## src/rtl/cmd_fetch_decoder.sv

```systemverilog
// rtl/cmd_fetch_decoder.sv - instruction BRAM command stream fetcher and decoder
//
// Walks the command stream held in the instruction BRAM, starting at base_addr
// and ending at a Flush command. Emits decoded headers and operand beats to
// the pipeline over valid/ready handshakes.
//
// Ports:
//   clk, rst_n            clock, asynchronous active-low reset
//   start, base_addr      start pulse (IDLE/HALT only) and first header index
//   addr1 / read0         header read address and combinational BRAM data
//   addr2 / read1..read4  operand read address and mem[addr2+0..3]
//   cmd_*                 decoded header handshake (opcode, imm, count)
//   op_*                  operand beat handshake (128-bit data, nwords, last)
//   busy, done, error     status; done/error held until next start or reset
//   fetch_pc              current word index
module cmd_fetch_decoder #(
  parameter int          MEM_DEPTH    = 45,
  parameter int          MAX_OPERANDS = 16,
  parameter logic [7:0]  FLUSH_OP     = 8'h05
) (
  input  logic          clk,
  input  logic          rst_n,
  input  logic          start,
  input  logic [31:0]   base_addr,
  output logic [31:0]   addr1,
  output logic [31:0]   addr2,
  input  logic [31:0]   read0,
  input  logic [31:0]   read1,
  input  logic [31:0]   read2,
  input  logic [31:0]   read3,
  input  logic [31:0]   read4,
  output logic          cmd_valid,
  input  logic          cmd_ready,
  output logic [7:0]    cmd_opcode,
  output logic [7:0]    cmd_imm,
  output logic [4:0]    cmd_count,
  output logic          op_valid,
  input  logic          op_ready,
  output logic [127:0]  op_data,
  output logic [2:0]    op_nwords,
  output logic          op_last,
  output logic          busy,
  output logic          done,
  output logic          error,
  output logic [31:0]   fetch_pc
);

  typedef enum logic [2:0] {IDLE, HDR, CMD, OPER, HALT} state_t;

  state_t       state, state_next;
  logic [31:0]  pc, pc_next;
  logic [4:0]   remaining, remaining_next;
  logic         done_next, error_next, load_cmd;

  // Header decode
  logic         hdr_is_op;
  logic [7:0]   hdr_cnt;
  logic [32:0]  hdr_end;
  logic         hdr_bad;
  logic         unused_hdr_bits;

  // Beat sizing
  logic [2:0]   beat_words;
  logic         beat_last;

  assign hdr_is_op = read0[31];
  assign hdr_cnt   = read0[15:8];
  // One past the last operand word; 33 bits so a huge pc cannot wrap.
  assign hdr_end   = {1'b0, pc} + 33'd1 + {25'd0, hdr_cnt};
  assign hdr_bad   = (pc >= 32'(MEM_DEPTH)) ||
                     (hdr_is_op && ((hdr_cnt == 8'd0) ||
                                    (hdr_cnt > 8'(MAX_OPERANDS)) ||
                                    (hdr_end > 33'(MEM_DEPTH))));
  // Header bits 30:16 carry no meaning for this block.
  assign unused_hdr_bits = ^read0[30:16];

  assign beat_words = (remaining >= 5'd4) ? 3'd4 : remaining[2:0];
  assign beat_last  = (remaining <= 5'd4);

  assign addr1     = pc;
  assign addr2     = pc;
  assign fetch_pc  = pc;
  assign cmd_valid = (state == CMD);
  assign op_valid  = (state == OPER);
  assign busy      = (state == HDR) || (state == CMD) || (state == OPER);
  assign op_nwords = op_valid ? beat_words : 3'd0;
  assign op_last   = op_valid && beat_last;

  // Lanes beyond op_nwords are zeroed so the consumer never sees the next header.
  always_comb begin
    op_data = '0;
    if (op_valid) begin
      op_data[127:96] = read1;
      if (beat_words >= 3'd2) op_data[95:64] = read2;
      if (beat_words >= 3'd3) op_data[63:32] = read3;
      if (beat_words == 3'd4) op_data[31:0]  = read4;
    end
  end

  always_ff @(posedge clk or negedge rst_n) begin
    if (!rst_n) state <= IDLE;
    else        state <= state_next;
  end

  always_comb begin
    state_next     = state;
    pc_next        = pc;
    remaining_next = remaining;
    done_next      = done;
    error_next     = error;
    load_cmd       = 1'b0;
    case (state)
      IDLE, HALT: begin
        if (start) begin
          pc_next    = base_addr;
          done_next  = 1'b0;
          error_next = 1'b0;
          state_next = HDR;
        end
      end
      HDR: begin
        if (hdr_bad) begin
          error_next = 1'b1;
          state_next = HALT;
        end else begin
          load_cmd   = 1'b1;
          state_next = CMD;
        end
      end
      CMD: begin
        if (cmd_ready) begin
          pc_next = pc + 32'd1;
          // Operand commands always carry a nonzero count; immediates carry 0.
          if (cmd_count != 5'd0) begin
            remaining_next = cmd_count;
            state_next     = OPER;
          end else if (cmd_opcode == FLUSH_OP) begin
            done_next  = 1'b1;
            state_next = HALT;
          end else begin
            state_next = HDR;
          end
        end
      end
      OPER: begin
        if (op_ready) begin
          pc_next        = pc + {29'd0, beat_words};
          remaining_next = remaining - {2'd0, beat_words};
          if (beat_last) state_next = HDR;
        end
      end
      default: state_next = IDLE;
    endcase
  end

  always_ff @(posedge clk or negedge rst_n) begin
    if (!rst_n) begin
      pc         <= '0;
      remaining  <= '0;
      done       <= 1'b0;
      error      <= 1'b0;
      cmd_opcode <= '0;
      cmd_imm    <= '0;
      cmd_count  <= '0;
    end else begin
      pc        <= pc_next;
      remaining <= remaining_next;
      done      <= done_next;
      error     <= error_next;
      if (load_cmd) begin
        cmd_opcode <= read0[7:0];
        cmd_imm    <= hdr_is_op ? 8'd0 : read0[15:8];
        cmd_count  <= hdr_is_op ? read0[12:8] : 5'd0;
      end
    end
  end

endmodule

```

## config.mk

```make
export PLATFORM = sky130hd
export DESIGN_NAME = cmd_fetch_decoder
export DESIGN_NICKNAME = d
export VERILOG_FILES = /design/src/rtl/cmd_fetch_decoder.sv
export SDC_FILE = /design/constraint.sdc
export NUM_CORES = 1
export LEC_CHECK = 0
export BUFFER_PORTS_ARGS = -buffer_cell sky130_fd_sc_hd__buf_2
export CORE_AREA = 2 2 177 179
export DETAILED_ROUTE_END_ITERATION = 6
export DIE_AREA = 0 0 179 181
export PLACE_DENSITY = 0.54
export REMOVE_ABC_BUFFERS = 1
export SLEW_MARGIN = 20
export SYNTH_ARGS = -nofsm -noshare
export SYNTH_HDL_FRONTEND = slang
export SYNTH_SLANG_ARGS = --single-unit
export TNS_END_PERCENT = 20
```

## constraint.sdc

```tcl
create_clock -name clk -period 5.1 [get_ports clk]
set_input_delay 0.51 -clock clk [delete_from_list [all_inputs] [get_ports clk]]
set_output_delay 0.51 -clock clk [all_outputs]
set_load 0.03 [all_outputs]
```

# Word-level counts from Yosys, hierarchy flattened

Index checks and enable logic that the tools add are counted.

Add/subtract/negate cells: 5
Multiply operators: 0
Divide/modulo/power cells: 0
Magnitude comparators: 7
Eq/ne operators: 14
Shift operators: 0
Mux-type cells: 33
Bitwise logic cells: 0
Reductions and logical operators: 20

Operators by type and width:

| cell                  | count |
|---|---|
| $mux 32               | 6 |
| $mux 128              | 1 |
| $pmux 32 s3           | 1 |
| $add 32x1->33 const B | 1 |
| $add 33x8->33         | 1 |
| $gt 33x6->1 const B   | 1 |
| $add 32x1->32 const B | 1 |
| $add 32x3->32         | 1 |
| $ge 32x6->1 const B   | 1 |
| $mux 3                | 9 |
| $mux 5                | 4 |
| $pmux 3 s4            | 1 |
| $reduce_and 4->1      | 3 |
| $ne 2x1->1 const B    | 5 |
| $pmux 5 s2            | 1 |
| $eq 8x3->1 const B    | 1 |
| $gt 8x5->1 const B    | 1 |
| $logic_not 8->1       | 1 |
| $mux 8                | 1 |
| $mux 1                | 7 |
| $eq 3x2->1 const B    | 2 |
| $eq 3x3->1 const B    | 2 |
| $ge 3x2->1 const B    | 2 |
| $ne 2x2->1 const B    | 3 |
| 14 further kinds      | 22 |

Register bits: 63
Latch bits: 0
Memory bits (writable): 0
Memory bits (read-only): 0
Bits of input ports: 197
Output and inout bits: 254
Word-level logic and storage cells: 87
Memories kept: 0

# Depth between registers and ports, before layout

Depth after elaboration: 8
Gate-level depth with buffers: 18
Gate-level depth less buffers: 15

# Least setup slack after synthesis

No wires, ideal clock.

Path kind: register to register
From: reg state[2]
To: reg pc[25], in the netlist addr1[25]
Setup time: 0.127 ns
Arrival time: 3.906 ns
Path slack: 1.067 ns
Cell stages (with the launch flop): 18
Path buffers: 3
Clock period less this slack: 4.033 ns
Cells stage by stage: dfrtp_1 -> clkbuf_1 -> nor2b_1 -> clkbuf_1 -> nand2_1 -> inv_1 -> clkbuf_1 -> nand3_1 -> inv_1 -> ha_1 -> a21o_1 -> a21oi_1 -> nand4b_1 -> nor2_1 -> nand3_1 -> or4_1 -> o22ai_1 -> o2bb2a_1

Elaborated cells between the ends (all ways): 11
Classes of those cells: eq/ne: 6; mux: 1; reduce/logical: 4

RTL lines:

| item                                                                    | line | text |
|---|---|---|
| start: declaration                                                      | 50   | `state_t state, state_next;` |
| start signal: assignment                                                | 102  | `else state <= state_next;` |
| $eq 3x2->1 (*)                                                          | --   |  |
| via op_valid                                                            | 37   | `output logic op_valid,` |
| $ne 2x1->1 (no source line) / $reduce_bool 3->1 (equally long branches) | --   |  |
| $reduce_and 4->1 (no source line)                                       | --   |  |
| end signal: assignment                                                  | 166  | `pc <= pc_next;` |
| end: declaration                                                        | 51   | `logic [31:0] pc, pc_next;` |

The timed path passes the listed nets; every way through them passes the cells marked *.
A chain may end at the register's enable or synchronous reset.

# Worst setup path after layout

From: reg pc[0], in the netlist addr1[0]
To: reg cmd_opcode[3]

Longest elaborated chain between the ends: 8
Elaborated cells between the ends (all ways): 9
Classes of those cells: add/sub: 2; order compare: 2; mux: 2; reduce/logical: 3

Ends and longest elaborated chain:

| item                   | line | text |
|---|---|---|
| $add 32x1->33          | 69   | `assign hdr_end = {1'b0, pc} + 33'd1 + {25'd0, hdr_cnt};` |
| $add 33x8->33          | 69   |  |
| $gt 33x6->1            | 73   | `(hdr_end > 33'(MEM_DEPTH))));` |
| $logic_or 1x1->1       | 72   | `(hdr_cnt > 8'(MAX_OPERANDS)) \|\|` |
| $logic_and 1x1->1      | 71   | `(hdr_is_op && ((hdr_cnt == 8'd0) \|\|` |
| $logic_or 1x1->1 (*)   | 70   | `assign hdr_bad = (pc >= 32'(MEM_DEPTH)) \|\|` |
| $mux 1 (*)             | 122  | `if (hdr_bad) begin` |
| $mux 1 (*)             | 112  | `case (state)` |
| end signal: assignment | 171  | `cmd_opcode <= read0[7:0];` |
| end: declaration       | 34   | `output logic [7:0] cmd_opcode,` |

Mark *: on every way between the ends. The rest lies on a longest branch, timed or not.

==> reports/qor.csv <==
stage;metric;value;unit
setup_path;required;5320;ps
clock_network;cts_tree;built;
finish;drive_gt1_share;41.51;%
sta;hold_ws;375.2;ps
sta;setup_viol_count_final;0;
power_and_ir_drop;ir_drop;0.1409;mV
sta;worst_pin_slew;965.2;ps
routing;ant_nets;0;
power_and_ir_drop;power_density;243.0;mW/mm²
setup_path;crit_path_start_kind;flop;
status;outcome;complete, no violations;
floorplanning;die-width;179;µm
clock_network;cts_buffers;9;
synthesis;synth_warnings;0;
setup_path;critPathMaxFanout;9;
setup_path;r2r_slack;780;ps
synthesis;synth_seq_cells;63;
routing;drt_wl_total;34290;µm
power_and_ir_drop;leakagePower;4.589;nW
floorplanning;die_h;181;µm
synthesis;yosysSeqAreaShare;25.22;%
setup_path;worstPathArrival;4540;ps
clock_network;postCtsSetupRepairBufs;0;
finish;final_cells;1583;
routing;viasPerCell;4.869;
routing;first_iter_violations;474;
placement;hpwl;28470;µm
routing;num_vias;7707;
synthesis;synth_area_leader_cell;dfrtp_1;
setup_path;critPathMaxStageDelay;690;ps
setup_path;worstPathCellList;inv_1 -> ha_1 -> inv_1 -> fa_1 -> a211oi_1 -> or2_2 -> a21oi_1 -> mux2_2 -> or4_1 -> o31ai_4 -> mux2_2;
clock_network;clk_latency;340;ps
sta;fmaxAchievable;231.6;MHz
global_route;overflow;0;
synthesis;async_flop_share;100.0;%
setup_path;slowest_stage;or4_1;
finish;fillers;3444;
sta;slew_headroom;35.65;%
synthesis;netlist_top_cells_count;and2_1, and3_1, a21oi_1, buf_4, nand2_1;
synthesis;synthesis.area;0.006252;mm²
synthesis;syn_inst;840;
setup_path;reg2reg_to;cmd_opcode[3];
clock_network;h-tree-depth;3;
placement;preCtsSetupSlack;713.0;ps
job;cap_viol_max_count;0;
clock_network;path_clk_slew;60;ps
sta;rsz0062_at_grt;false;
routing;first_pass_iters;5;
finish;postLayoutCoreUtil;28.45;%
setup_path;reg2reg_from;addr1[0];
setup_path;worstSetupEndpointType;flop;
clock_network;root_buffer;clkbuf_16;
global_route;antenna_found_initial;26;
synthesis;synthMostInstantiatedCell;and2_1;
min_path;min_path_type;in2async;
sta;drv_slew;0;
finish;area_growth_syn_to_layout;38.12;%
sta;hold_viol;0;
synthesis;synth-edff-count;0;
setup_path;reg2reg_depth;11;
synthesis;synth_flop_cell;dfrtp_1;
clock_network;cts_buffer_depth;2;
routing;drc;0;
synthesis;synth.avg_cell_area;7.443;µm²
floorplanning;die-area;0.03240;mm²
synthesis;synth_top_area_share;25.22;%
placement;placed_cells;1558;
clock_network;clock-sinks;63;
global_route;grt_pass1_vias;7055;
setup_path;worstSetupStartpoint;addr1[0];
clock_network;cts.repair.resized;0;
sta;fin_crit;4318;ps
synthesis;ys_types;71;
floorplanning;num_rows;64;
floorplanning;ioPinCount;451;
sta;finalSetupTns;0;ps
global_route;grt_pass1_wl;48480;µm
floorplanning;start_util;20.60;%
finish;fin_nets;1384;
setup_path;cp_num_buf_inv;2;
sta;worst_clock_skew;8.544;ps
sta;timing.final.crit_share;84.66;%
sta;worst_slack;782.2;ps
setup_path;criticalPathCategory;reg2reg;
clock_network;hold_buffers;0;
synthesis;synth_area_leaders;dfrtp_1, buf_4, and2_1, and3_1, a21oi_1;
routing;avgRoutedWirePerCell;21.66;µm
placement;port-buffer-count;435;
global_route;grt_max_degree;79;
floorplanning;placeableCoreArea;0.03035;mm²
placement;place_congestion;0.9347;
setup_path;path_delay_family;compound AO/OA/AOI/OAI gates;
global_route;grtUsageTotal;20.39;%
[worst register-to-register path, cell delays in order (launching register included)]
cell,delay [ps]
dfrtp_1,460
inv_1,140
ha_1,200
inv_1,60
fa_1,400
a211oi_1,460
or2_2,260
a21oi_1,170
mux2_2,350
or4_1,690
o31ai_4,610
mux2_2,410
[cell type report]
| cell class | instances | area, µm² | share of cell area (%) |
|---|---|---|---|
| Sequential cell | 63 | 1577 | 18.26 |
| Multi-Input combinational cell | 622 | 3836 | 44.42 |
| Inverter | 30 | 112.6 | 1.304 |
| Antenna cell | 9 | 22.52 | 0.2608 |
| Clock buffer | 13 | 260.3 | 3.014 |
| Clock inverter | 3 | 65.06 | 0.7534 |
| Timing Repair Buffer | 447 | 2267 | 26.25 |
| Tap cell | 396 | 495.5 | 5.737 |
[sequential cells by signal, indices dropped and copies added (netlist names)]
name        flops
done            1
error           1
cmd_count       5
cmd_imm         8
addr1          32
remaining       5
cmd_opcode      8
state           3
[per-stage QoR]
step,area (µm²),total power [mW]
finish,8636,2.098
CTS,8613,2.121
detailed placement,8288,1.417
floorplan,5512,1.099
global placement,8288,1.414
global route,8626,2.209
[worst max-delay path by stage]
| stage | cells past startpoint | endpoint |
|---|---|---|
| 6_report | 11 | cmd_opcode[3] |
| 5_1_grt | 12 | cmd_imm[7] |
| 4_1_cts | 11 | cmd_opcode[3] |
| 3_5_place_dp | 12 | cmd_opcode[0] |
| 3_3_place_gp | 12 | cmd_opcode[2] |
| 2_1_floorplan | 14 | addr1[25] |
[per-layer routing]
layer | GRT usage (%) | up-vias | part of all wire, %
met1 | 24.64 | 3661 | 40
met2 | 37.77 | 371 | 52
met4 | 3.545 | 2 | 1.7
met5 | 0 | - | 0.026
met3 | 3.346 | 44 | 6.7
li1 | - | 3629 | -
[layout by cell type (no fill, tap or decap), drive strengths merged, types with 6 or more instances in the layout]
master  netlist  layout
buf          78     447
and2         71      71
and3         69      69
a21oi        67      67
nand2        64      64
dfrtp        63      63
nor2         52      52
o21ai        48      48
nand3        34      34
inv          30      30
nor3         21      21
nand4        17      17
o22ai        14      14
nor4         14      14
clkbuf       47      13
ha           12      12
or3          10      10
mux2         10      10
diode         0       9
a211oi        8       8
nor2b         8       8
or4           8       8
mux2i         7       7
a311o         6       6
[cell families (layout without fill, tap and decap cells)]
kind of cell / after synthesis / after routing / synth area share (%)
flip-flops: 63 / 63 / 25.22
multiplexers: 17 / 17 / 2.982
buffers and inverters: 155 / 493 / 13.65
other: 1 / 10 / 0.05998
adder cells (fa/ha/maj): 14 / 14 / 3.042
AO/OA/AOI/OAI: 200 / 200 / 20.63
AND/OR/NAND/NOR: 385 / 385 / 33.72
XOR/XNOR: 5 / 5 / 0.7004
[report_power, final]
| part | leakage (nW) | internal [mW] | total, mW | switching [mW] |
|---|---|---|---|---|
| clock network | 0.160 | 0.455 | 0.693 | 0.239 |
| logic | 3.67 | 0.241 | 0.723 | 0.481 |
| registers | 0.763 | 0.544 | 0.683 | 0.138 |
| total | 4.59 | 1.24 | 2.10 | 0.858 |
(Power assumes the default switching activity.)
